==> src/rtl/seq_scan_pkg.sv <==
// Shared types and constants for the word-level serial pattern scanner.
package seq_scan_pkg;

  typedef enum logic [1:0] {
    IDLE = 2'b00,
    SCAN = 2'b01,
    DONE = 2'b10
  } state_t;

  // Pattern loaded at reset when the pattern is 4 bits wide.
  localparam logic [3:0] DEF_PATTERN = 4'b1011;

  // Bits needed to hold any value in 0..max_val.
  function automatic int cnt_width(input int max_val);
    return (max_val < 1) ? 1 : $clog2(max_val + 1);
  endfunction

endpackage

==> src/rtl/pat_det.sv <==
// Serial pattern detector: Mealy match flag over the last PAT_W bits,
// with optional non-overlapping match counting.
module pat_det #(
  parameter int PAT_W = 4
) (
  input  logic             clk,
  input  logic             rst,
  input  logic             clear,
  input  logic             en,
  input  logic             bit_in,
  input  logic [PAT_W-1:0] pattern,
  input  logic             overlap,
  output logic             z
);

  localparam int                FILL_W   = $clog2(PAT_W);
  localparam logic [FILL_W-1:0] FILL_MAX = FILL_W'(PAT_W - 1);

  logic [PAT_W-2:0]  hist;
  logic [FILL_W-1:0] fill;
  logic [PAT_W-1:0]  win;

  // Oldest history bit lands in the window MSB, the live bit in the LSB.
  assign win = {hist, bit_in};
  assign z   = (fill == FILL_MAX) && (win == pattern);

  // History shift and fill tracking; a non-overlapping hit restarts the fill.
  always_ff @(posedge clk or posedge rst) begin
    if (rst) begin
      hist <= '0;
      fill <= '0;
    end else if (clear) begin
      hist <= '0;
      fill <= '0;
    end else if (en) begin
      hist <= win[PAT_W-2:0];
      if (z && !overlap)
        fill <= '0;
      else if (fill != FILL_MAX)
        fill <= fill + 1'b1;
    end
  end

endmodule

==> src/rtl/seq_scan_ctrl.sv <==
// Accepts parallel words, scans them MSB-first through pat_det, and returns
// the match count and first-match index on a valid/ready result port.
module seq_scan_ctrl
  import seq_scan_pkg::*;
#(
  parameter int WORD_W = 16,
  parameter int PAT_W  = 4,
  parameter int CNT_W  = 5
) (
  input  logic              clk,
  input  logic              rst,
  input  logic              cfg_we,
  input  logic [PAT_W-1:0]  cfg_pattern,
  input  logic              cfg_overlap,
  input  logic              in_valid,
  output logic              in_ready,
  input  logic [WORD_W-1:0] in_data,
  output logic              out_valid,
  input  logic              out_ready,
  output logic [CNT_W-1:0]  out_count,
  output logic [CNT_W-1:0]  out_first,
  output logic              out_hit,
  output logic              busy
);

  localparam int               IDX_W    = cnt_width(WORD_W - 1);
  localparam logic [IDX_W-1:0] IDX_LAST = IDX_W'(WORD_W - 1);
  localparam logic [PAT_W-1:0] PAT_RST  = (PAT_W == 4) ? PAT_W'(DEF_PATTERN) : {PAT_W{1'b1}};

  state_t            state_q, state_d;
  logic              load;
  logic              scanning;
  logic              z;
  logic [WORD_W-1:0] sreg;
  logic [IDX_W-1:0]  bit_idx;
  logic [CNT_W-1:0]  count;
  logic [CNT_W-1:0]  first;
  logic [PAT_W-1:0]  pat_q;
  logic              ovl_q;

  assign scanning  = (state_q == SCAN);
  assign busy      = (state_q != IDLE);
  assign out_count = count;
  assign out_first = first;
  assign out_hit   = (count != '0);

  // State register.
  always_ff @(posedge clk or posedge rst) begin
    if (rst) state_q <= IDLE;
    else     state_q <= state_d;
  end

  // Next state and handshake outputs.
  always_comb begin
    state_d   = state_q;
    load      = 1'b0;
    in_ready  = 1'b0;
    out_valid = 1'b0;
    case (state_q)
      IDLE: begin
        in_ready = 1'b1;
        if (in_valid) begin
          load    = 1'b1;
          state_d = SCAN;
        end
      end
      SCAN: begin
        if (bit_idx == IDX_LAST) state_d = DONE;
      end
      DONE: begin
        out_valid = 1'b1;
        if (out_ready) state_d = IDLE;
      end
      default: state_d = IDLE;
    endcase
  end

  // Configuration is writable only while idle; later writes are dropped.
  always_ff @(posedge clk or posedge rst) begin
    if (rst) begin
      pat_q <= PAT_RST;
      ovl_q <= 1'b1;
    end else if (state_q == IDLE && cfg_we) begin
      pat_q <= cfg_pattern;
      ovl_q <= cfg_overlap;
    end
  end

  // Word shift register feeding the detector MSB-first.
  always_ff @(posedge clk) begin
    if (load)          sreg <= in_data;
    else if (scanning) sreg <= {sreg[WORD_W-2:0], 1'b0};
  end

  // Scan index, match count and first-match index.
  always_ff @(posedge clk or posedge rst) begin
    if (rst) begin
      bit_idx <= '0;
      count   <= '0;
      first   <= '0;
    end else if (load) begin
      bit_idx <= '0;
      count   <= '0;
      first   <= '0;
    end else if (scanning) begin
      bit_idx <= bit_idx + 1'b1;
      if (z) begin
        count <= count + 1'b1;
        if (count == '0) first <= CNT_W'(bit_idx);
      end
    end
  end

  pat_det #(
    .PAT_W (PAT_W)
  ) u_det (
    .clk     (clk),
    .rst     (rst),
    .clear   (load),
    .en      (scanning),
    .bit_in  (sreg[WORD_W-1]),
    .pattern (pat_q),
    .overlap (ovl_q),
    .z       (z)
  );

endmodule

==> config.mk <==
export PLATFORM = sky130hd
export DESIGN_NAME = seq_scan_ctrl
export DESIGN_NICKNAME = d
export VERILOG_FILES = /design/src/rtl/seq_scan_pkg.sv /design/src/rtl/pat_det.sv /design/src/rtl/seq_scan_ctrl.sv
export SDC_FILE = /design/constraint.sdc
export NUM_CORES = 1
export LEC_CHECK = 0
export ABC_AREA = 1
export CORE_UTILIZATION = 41
export CTS_CLUSTER_SIZE = 8
export DETAILED_ROUTE_END_ITERATION = 10
export HOLD_SLACK_MARGIN = 0.06
export PLACE_DENSITY = 0.62
export SLEW_MARGIN = 40
export SYNTH_ARGS = -nofsm -noshare
export SYNTH_HDL_FRONTEND = slang
export SYNTH_HIERARCHICAL = 1
export SYNTH_SLANG_ARGS = --single-unit
==> constraint.sdc <==
create_clock -name clk -period 5.3 [get_ports clk]
set_clock_uncertainty 0.15 [all_clocks]
set_input_delay 1.06 -clock clk [delete_from_list [all_inputs] [get_ports clk]]
set_output_delay 1.06 -clock clk [all_outputs]
set_load 0.05 [all_outputs]
# Word level (Yosys, flattened, before mapping)

Cells that the tools add are included.

Register bits after elaboration: 42
Input bits: 26
Output and inout port bits: 14

Add/sub/neg operators: 3
Eq/ne operators: 9
Mux-type cells: 25
Reductions and logical operators: 16

Operator list:

| kind                                                            | count |
|---|---|
| 5-bit two-way mux                                               | 7 |
| 16-bit two-way mux                                              | 2 |
| 2-bit two-way mux                                               | 7 |
| 4-bit two-way mux                                               | 2 |
| 2-bit nonzero test                                              | 4 |
| 3-bit two-way mux                                               | 2 |
| 2-bit != test, second input constant                            | 3 |
| 2-bit case mux with 3 select lines                              | 1 |
| 3-bit AND reduction                                             | 2 |
| 5-bit by 1-bit adder with 5-bit output, second input constant   | 1 |
| 5-bit zero test                                                 | 1 |
| 5-bit nonzero test                                              | 1 |
| 4-bit by 1-bit adder with 4-bit output, second input constant   | 1 |
| 2-bit == test, second input constant                            | 2 |
| 4-bit == test                                                   | 1 |
| 4-bit == test, second input constant                            | 1 |
| 1-bit two-way mux                                               | 4 |
| 2-bit AND reduction                                             | 2 |
| 1-bit logical AND                                               | 3 |
| 3-bit nonzero test                                              | 1 |
| 2-bit by 1-bit adder with 2-bit output, second input constant   | 1 |
| 2-bit by 1-bit == test with 1-bit output, second input constant | 1 |
| 2-bit zero test                                                 | 1 |
| 2-bit by 1-bit != test with 1-bit output, second input constant | 1 |
| 1-bit zero test                                                 | 1 |

# Depth between registers and ports, before layout

Gate-level depths: netlist of run 1.

Depth in word-level cells: 6
Mapped depth: 12
Mapped depth without buffers: 12

# By module

The synthesis of run 1 kept the hierarchy.

By module, submodules not included:

| module        | instances | cells an instance | area an instance (µm²) | sequential area each (µm²) |
|---|---|---|---|---|
| seq_scan_ctrl | 1         | 192               | 1682.9                 | 985.9 |
| pat_det       | 1         | 52                | 357.8                  | 125.1 |

# Worst setup path before layout of run 1

No wires, ideal clock.

Path type: flip-flop to output port
From: reg count[0], in the netlist out_count[0]
To: out out_hit
Arrival: 1370 ps
Slack: 2720 ps
Stages on the path, launching flop included: 4
Buffers on the path: 0
Cell sequence: dfrtp_1 inv_1 ha_1 nand3_1

Cells in the longest elaborated chain, start to end: 1

Ends and longest elaborated chain:

| item                   | RTL line             | source |
|---|---|---|
| from (decl)            | seq_scan_ctrl.sv:36  | `logic [CNT_W-1:0] count;` |
| from (signal assigned) | seq_scan_ctrl.sv:108 | `count <= count + 1'b1;` |
| 5-bit nonzero test     | seq_scan_ctrl.sv:45  | `assign out_hit = (count != '0);` |
| to (decl)              | seq_scan_ctrl.sv:22  | `output logic out_hit,` |

No other way between the ends.

# Worst setup path in the final report of run 1

Ends and elaborated chain as after synthesis.

==> out/qor.csv, run 1 <==
stage,metric,value,unit
timing,slew_viol_final,0,
clock_tree,cts_setup_buffers,0,
route,dr.pass1.iters,4,
finish,areaGrowthSynthToFinish,24.5,%
floorplan,die_y,72.6,um
setup_path,start_kind,flop,
synth,synthesis.nets,274,
timing,rsz0062_at_grt,false,
clock_tree,cts-root-buf,clkbuf_8,
grt,grt_overflow,0,
floorplan,fp.dieW,72.6,um
setup_path,cp.arrival,1880,ps
timing,fin_crit,3090,ps
synth,synthTopCellsByArea,"dfrtp_1 (26%), edfxtp_1 (24%), nand2_1 (18%)",
placed_design,port_buffers,38,
setup_path,crit_fanout,4,
clock_tree,insertion_delay,290,ps
timing,finalHoldViolCount,0,
placed_design,gp_congestion,0.789,
timing,relSlewSlack,0.648,
setup_path,cp_top_family,buffers and inverters,
placed_design,hpwl,2740,um
floorplan,core_area,4750,um^2
clock_tree,cts_tree,built,
setup_path,end_kind,output pin,
synth,ys_seq_area_frac,0.544,
timing,max_freq,0.324,GHz
clock_tree,clockBufferDepth,2,
pwr,power.density,534,nW/um^2
finish,fill_cells,459,
run,cap_violations,0,
pwr,power_frac_clock,0.144,
route,drc,0,
setup_path,slowest_stage,clkdlybuf4s50_1,
clock_tree,cts_inserted_buffers,5,
finish,final_cell_mix,"nand2_1 (96), clkdlybuf4s50_1 (38), inv_1 (27)",
route,via_per_inst,4.55,
synth,avgSynthCellArea,8.36,um^2
synth,yosys.area.top_type,dfrtp_1,
grt,grt_max_degree,30,
pwr,peakVddDrop,0.219,mV
synth,synth_edf_count,16,
finish,drive_gt1_frac,0.0842,
synth,yosys.area.top_type_share,0.258,
clock_tree,cts_hold_buf,0,
clock_tree,cts.sinks,41,
grt,grt_pass1_vias,1473,
route,dr_total_vias,1603,
finish,nets,314,
synth,yosysUniqueCellTypes,23,
pwr,swShare,0.407,
pwr,power.internal,804,uW
run_status,status,finished clean,
floorplan,rows,25,
clock_tree,htree_levels,2,
setup_path,setup.worst_path.class,reg2out,
floorplan,start_util,0.429,
timing,tightest_slew,526,ps
finish,fin_cells,352,
hold_path,hold_class,reg2reg,
finish,antenna_cells,0,
pwr,power_switching,551,uW
timing,min_period_over_period,0.583,
floorplan,die-area,5260,um^2
route,wl,3810,um
timing,setup_viol,0,
synth,synth.cell_area,2040,um^2
setup_path,cp_num_buf_inv,2,
finish,layout_commonest_cell,nand2_1,
grt,grtUsageTotal,0.167,
pwr,seq_power_share,0.440,
clock_tree,path_clk_slew,80,ps
timing,tns,0,ps
timing,hold_ws,318,ps
route,ant_nets,0,
synth,yosysWarnings,6,
grt,grt_pass1_wl,6670,um
pwr,leakage,1.22,nW
route,wire_per_inst,10.8,um
floorplan,io_pins,40,
pwr,pwr-share-comb,0.416,
synth,synthFlopType,dfrtp_1,
setup_path,crit_chain,inv_1 -> ha_1 -> nand3_1 -> clkdlybuf4s50_1,
placed_design,place_inst,344,
synth,synth_seq_cells,41,
setup_path,max_stage_delay,790,ps
synth,async_flop_share,0.610,
clock_tree,cts_resized,0,
route,dr.first_iter.drc_count,74,
synth,syn_inst,244,
setup_path,crit_required,4090,ps
grt,antenna_found_initial,0,
setup_path,rrSetupSlack,3120,ps
[state kept, by name, indices dropped and copies added, names as in the netlist, 2 cells and up]
| name | flops |
|---|---|
| state_q | 2 |
| bit_idx | 4 |
| u_det/fill | 2 |
| u_det/hist | 3 |
| pat_q | 4 |
| sreg | 16 |
| out_count | 5 |
| out_first | 4 |
[cell usage after synthesis (4+ instances only)]
cell      instances
o21ai_0           8
dfrtp_1          21
ha_1              4
edfxtp_1         16
inv_1            28
nand2_2           5
dfstp_2           4
nand2_1          96
nand3_1          20
nor2_1           19
[tightest hold or removal path: stages, from the launching register on]
cell     delay [ps]
dfstp_2         380
nand2_1          50
nand2_1          40
[worst paths after layout]
check / to / cells after the start / start
max in group asynchronous: pat_q[1] / 2 / rst
min in group asynchronous: u_det/fill[0] / 2 / rst
worst min register to register: ovl_q / 2 / ovl_q
worst max-delay path: out_hit / 4 / out_count[0]
worst min-delay path: ovl_q / 2 / ovl_q
worst max register to register: u_det/fill[0] / 8 / state_q[0]
[power by group through the flow]
stage               combinational, mW  sequential [mW]  clock, mW
global placement                0.562            0.598          0
global route                    0.644            0.614      0.216
finish                          0.565            0.596      0.195
CTS                             0.572            0.596      0.202
detailed placement              0.571            0.600          0
floorplan                       0.383            0.632          0
[area by class of cell]
class | count | area (um^2) | share of cell area
Timing Repair Buffer | 38 | 380 | 0.150
Sequential cell | 41 | 1110 | 0.437
Multi-Input combinational cell | 168 | 772 | 0.304
Clock buffer | 8 | 80.1 | 0.0315
Inverter | 30 | 113 | 0.0443
Tap cell | 67 | 83.8 | 0.0330
[logic make-up after synthesis]
kind of cell | synth area share
AOI/OAI and AO/OA | 0.0300
buffers and inverters | 0.0773
other | 0.00184
and+or+nand+nor | 0.322
DFF | 0.544
adders and majority gates | 0.0245
[through the flow]
step                setup slack [ps]  area, um^2  total power, mW  utilization
global placement                2290        2460             1.16        0.517
global route                    2080        2540             1.47        0.534
floorplan                       2720        2040             1.02            -
CTS                             2200        2540             1.37        0.534
finish                          2210        2540             1.36        0.534
detailed placement              2250        2460             1.17        0.517
[routing by layer]
metal  track usage  part of all wire  vias to the layer above
met4        0.0588             0.015                        0
li1              -                 -                      838
met3        0.0417             0.041                        7
met2         0.253              0.43                       38
met1         0.232              0.52                      720
met5             0                 0                        -
Note: power is estimated with default switching activity, not from simulation.
==> run 2, diff against run 1 <==
==> constraint.sdc (replaced) <==
create_clock -name clk -period 3.2 [get_ports clk]
set_clock_uncertainty 0.15 [all_clocks]
set_input_delay 0.64 -clock clk [delete_from_list [all_inputs] [get_ports clk]]
set_output_delay 0.64 -clock clk [all_outputs]
set_load 0.05 [all_outputs]
==> out/qor.csv, run 2 (synthesized netlist as in run 1, its figures left out) <==
stage,metric,value,unit
grt,grtUsageMet3,0.0375,
grt,use_met2,0.248,
floorplan,die-area,5260,um^2
route,ant_nets,0,
timing,finalHoldViolCount,0,
pwr,power_frac_clock,0.144,
clock_tree,cts_tree,built,
clock_tree,htree_levels,2,
setup_path,slowest_stage,clkdlybuf4s50_1,
grt,met1_usage,0.220,
timing,rsz0062_at_grt,false,
pwr,power.density,878,nW/um^2
pwr,seq_power_share,0.436,
clock_tree,cts_setup_buffers,0,
timing,fin_crit,2630,ps
setup_path,crit_chain,inv_1 -> ha_1 -> nand3_1 -> clkdlybuf4s50_1,
hold_path,min-delay-start,ovl_q,
clock_tree,cts.sinks,41,
floorplan,fp.dieW,72.6,um
finish,final_cell_mix,"nand2_1 (96), clkdlybuf4s50_1 (38), inv_1 (27)",
pwr,power.internal,1.33,mW
clock_tree,clockBufferDepth,2,
route,via_per_inst,4.57,
finish,top_register,sreg,
timing,tns,0,ps
floorplan,start_util,0.429,
grt,antenna_found_initial,0,
route,wire_per_inst,10.6,um
route,dr.first_iter.drc_count,78,
placed_design,place_ws,797,ps
setup_path,max_stage_delay,790,ps
run_status,status,finished clean,
grt,global_route.peak_usage_layer,met2,
pwr,power_switching,908,uW
timing,fin_ws,573,ps
grt,grt_max_degree,21,
timing,min_period_over_period,0.821,
finish,areaGrowthSynthToFinish,25.0,%
timing,max_freq,0.381,GHz
timing,slew_viol_final,0,
hold_path,hold_depth,2,
route,dr_total_vias,1612,
grt,grt_pass1_vias,1483,
timing,hold_ws,314,ps
setup_path,rr_worst_depth,8,
grt,grtUsageTotal,0.164,
timing,setup_viol,0,
floorplan,rows,25,
route,wl,3740,um
run,cap_violations,0,
setup_path,cp.arrival,1840,ps
setup_path,crit_path_start,out_count[0],
floorplan,core_area,4750,um^2
setup_path,start_kind,flop,
finish,antenna_cells,0,
finish,largest_reg_flops,16,
clock_tree,cts_hold_buf,0,
clock_tree,cts_resized,0,
placed_design,hpwl,2680,um
clock_tree,insertion_delay,290,ps
grt,grt_pass1_wl,6510,um
grt,grt_overflow,0,
floorplan,die_y,72.6,um
setup_path,end_kind,output pin,
pwr,swShare,0.406,
finish,layout_commonest_cell,nand2_1,
setup_path,crit_required,2410,ps
hold_path,hold_class,reg2reg,
clock_tree,path_clk_slew,70,ps
pwr,peakVddDrop,0.338,mV
pwr,leakage,1.23,nW
finish,nets,315,
setup_path,setup.worst_path.class,reg2out,
floorplan,io_pins,40,
finish,drive_gt1_frac,0.0944,
setup_path,r2r-start,state_q[0],
setup_path,crit_fanout,4,
clock_tree,cts-root-buf,clkbuf_8,
route,drc,0,
placed_design,port_buffers,38,
pwr,pwr-share-comb,0.419,
route,dr.pass1.iters,4,
placed_design,gp_congestion,0.853,
clock_tree,cts_inserted_buffers,5,
-- run 2: cell count changes in the layout (fill, tap and decap cells not counted) --
cell / previous run / this run
clkbuf_1: 3 / 1
clkinv_2: 0 / 2
buf_4: 0 / 1
-- run 2: final timing paths --
| path | slack [ps] | end |
|---|---|---|
| worst max-delay path | 570 | out_hit |
| worst min register to register | 310 | ovl_q |
| worst min-delay path | 310 | ovl_q |
| max in group asynchronous | 2010 | pat_q[1] |
| min in group asynchronous | 450 | u_det/fill[1] |
| worst max register to register | 1210 | u_det/fill[0] |
-- run 2: per-layer routing --
metal	share of wire	vias up
li1	-	844
met2	0.44	37
met5	0	-
met4	0.021	0
met1	0.50	725
met3	0.036	6
-- run 2: worst max-delay path: cells and delay by family, from the launching register on --
| kind | cells | cell delay, ps |
|---|---|---|
| adders and majority gates | 1 | 210 |
| buffers and inverters | 2 | 880 |
| DFF | 1 | 390 |
| and+or+nand+nor | 1 | 80 |
-- run 2: cell type report --
type	instances	area (um^2)
Sequential cell	41	1110
Inverter	30	113
Clock inverter	2	10.0
Clock buffer	6	72.6
Timing Repair Buffer	39	388
Fill cell	464	2200
Tap cell	67	83.8
Multi-Input combinational cell	168	772
-- run 2: per-stage QoR --
stage          cells  cell area, um^2  utilization  total power, mW
6_report         353             2550        0.536             2.24
5_1_grt          353             2550        0.536             2.43
4_1_cts          353             2550        0.536             2.27
3_5_place_dp     345             2470        0.519             1.94
3_3_place_gp     345             2470        0.519             1.93
2_1_floorplan    244             2040            -             1.68
-- run 2: power by group through the flow --
stage	Clock (mW)	Sequential [mW]	Combinational [mW]
floorplan	0	1.05	0.634
global placement	0	0.984	0.943
detailed placement	0	0.988	0.949
CTS	0.335	0.979	0.953
global route	0.356	1.01	1.07
finish	0.323	0.977	0.939
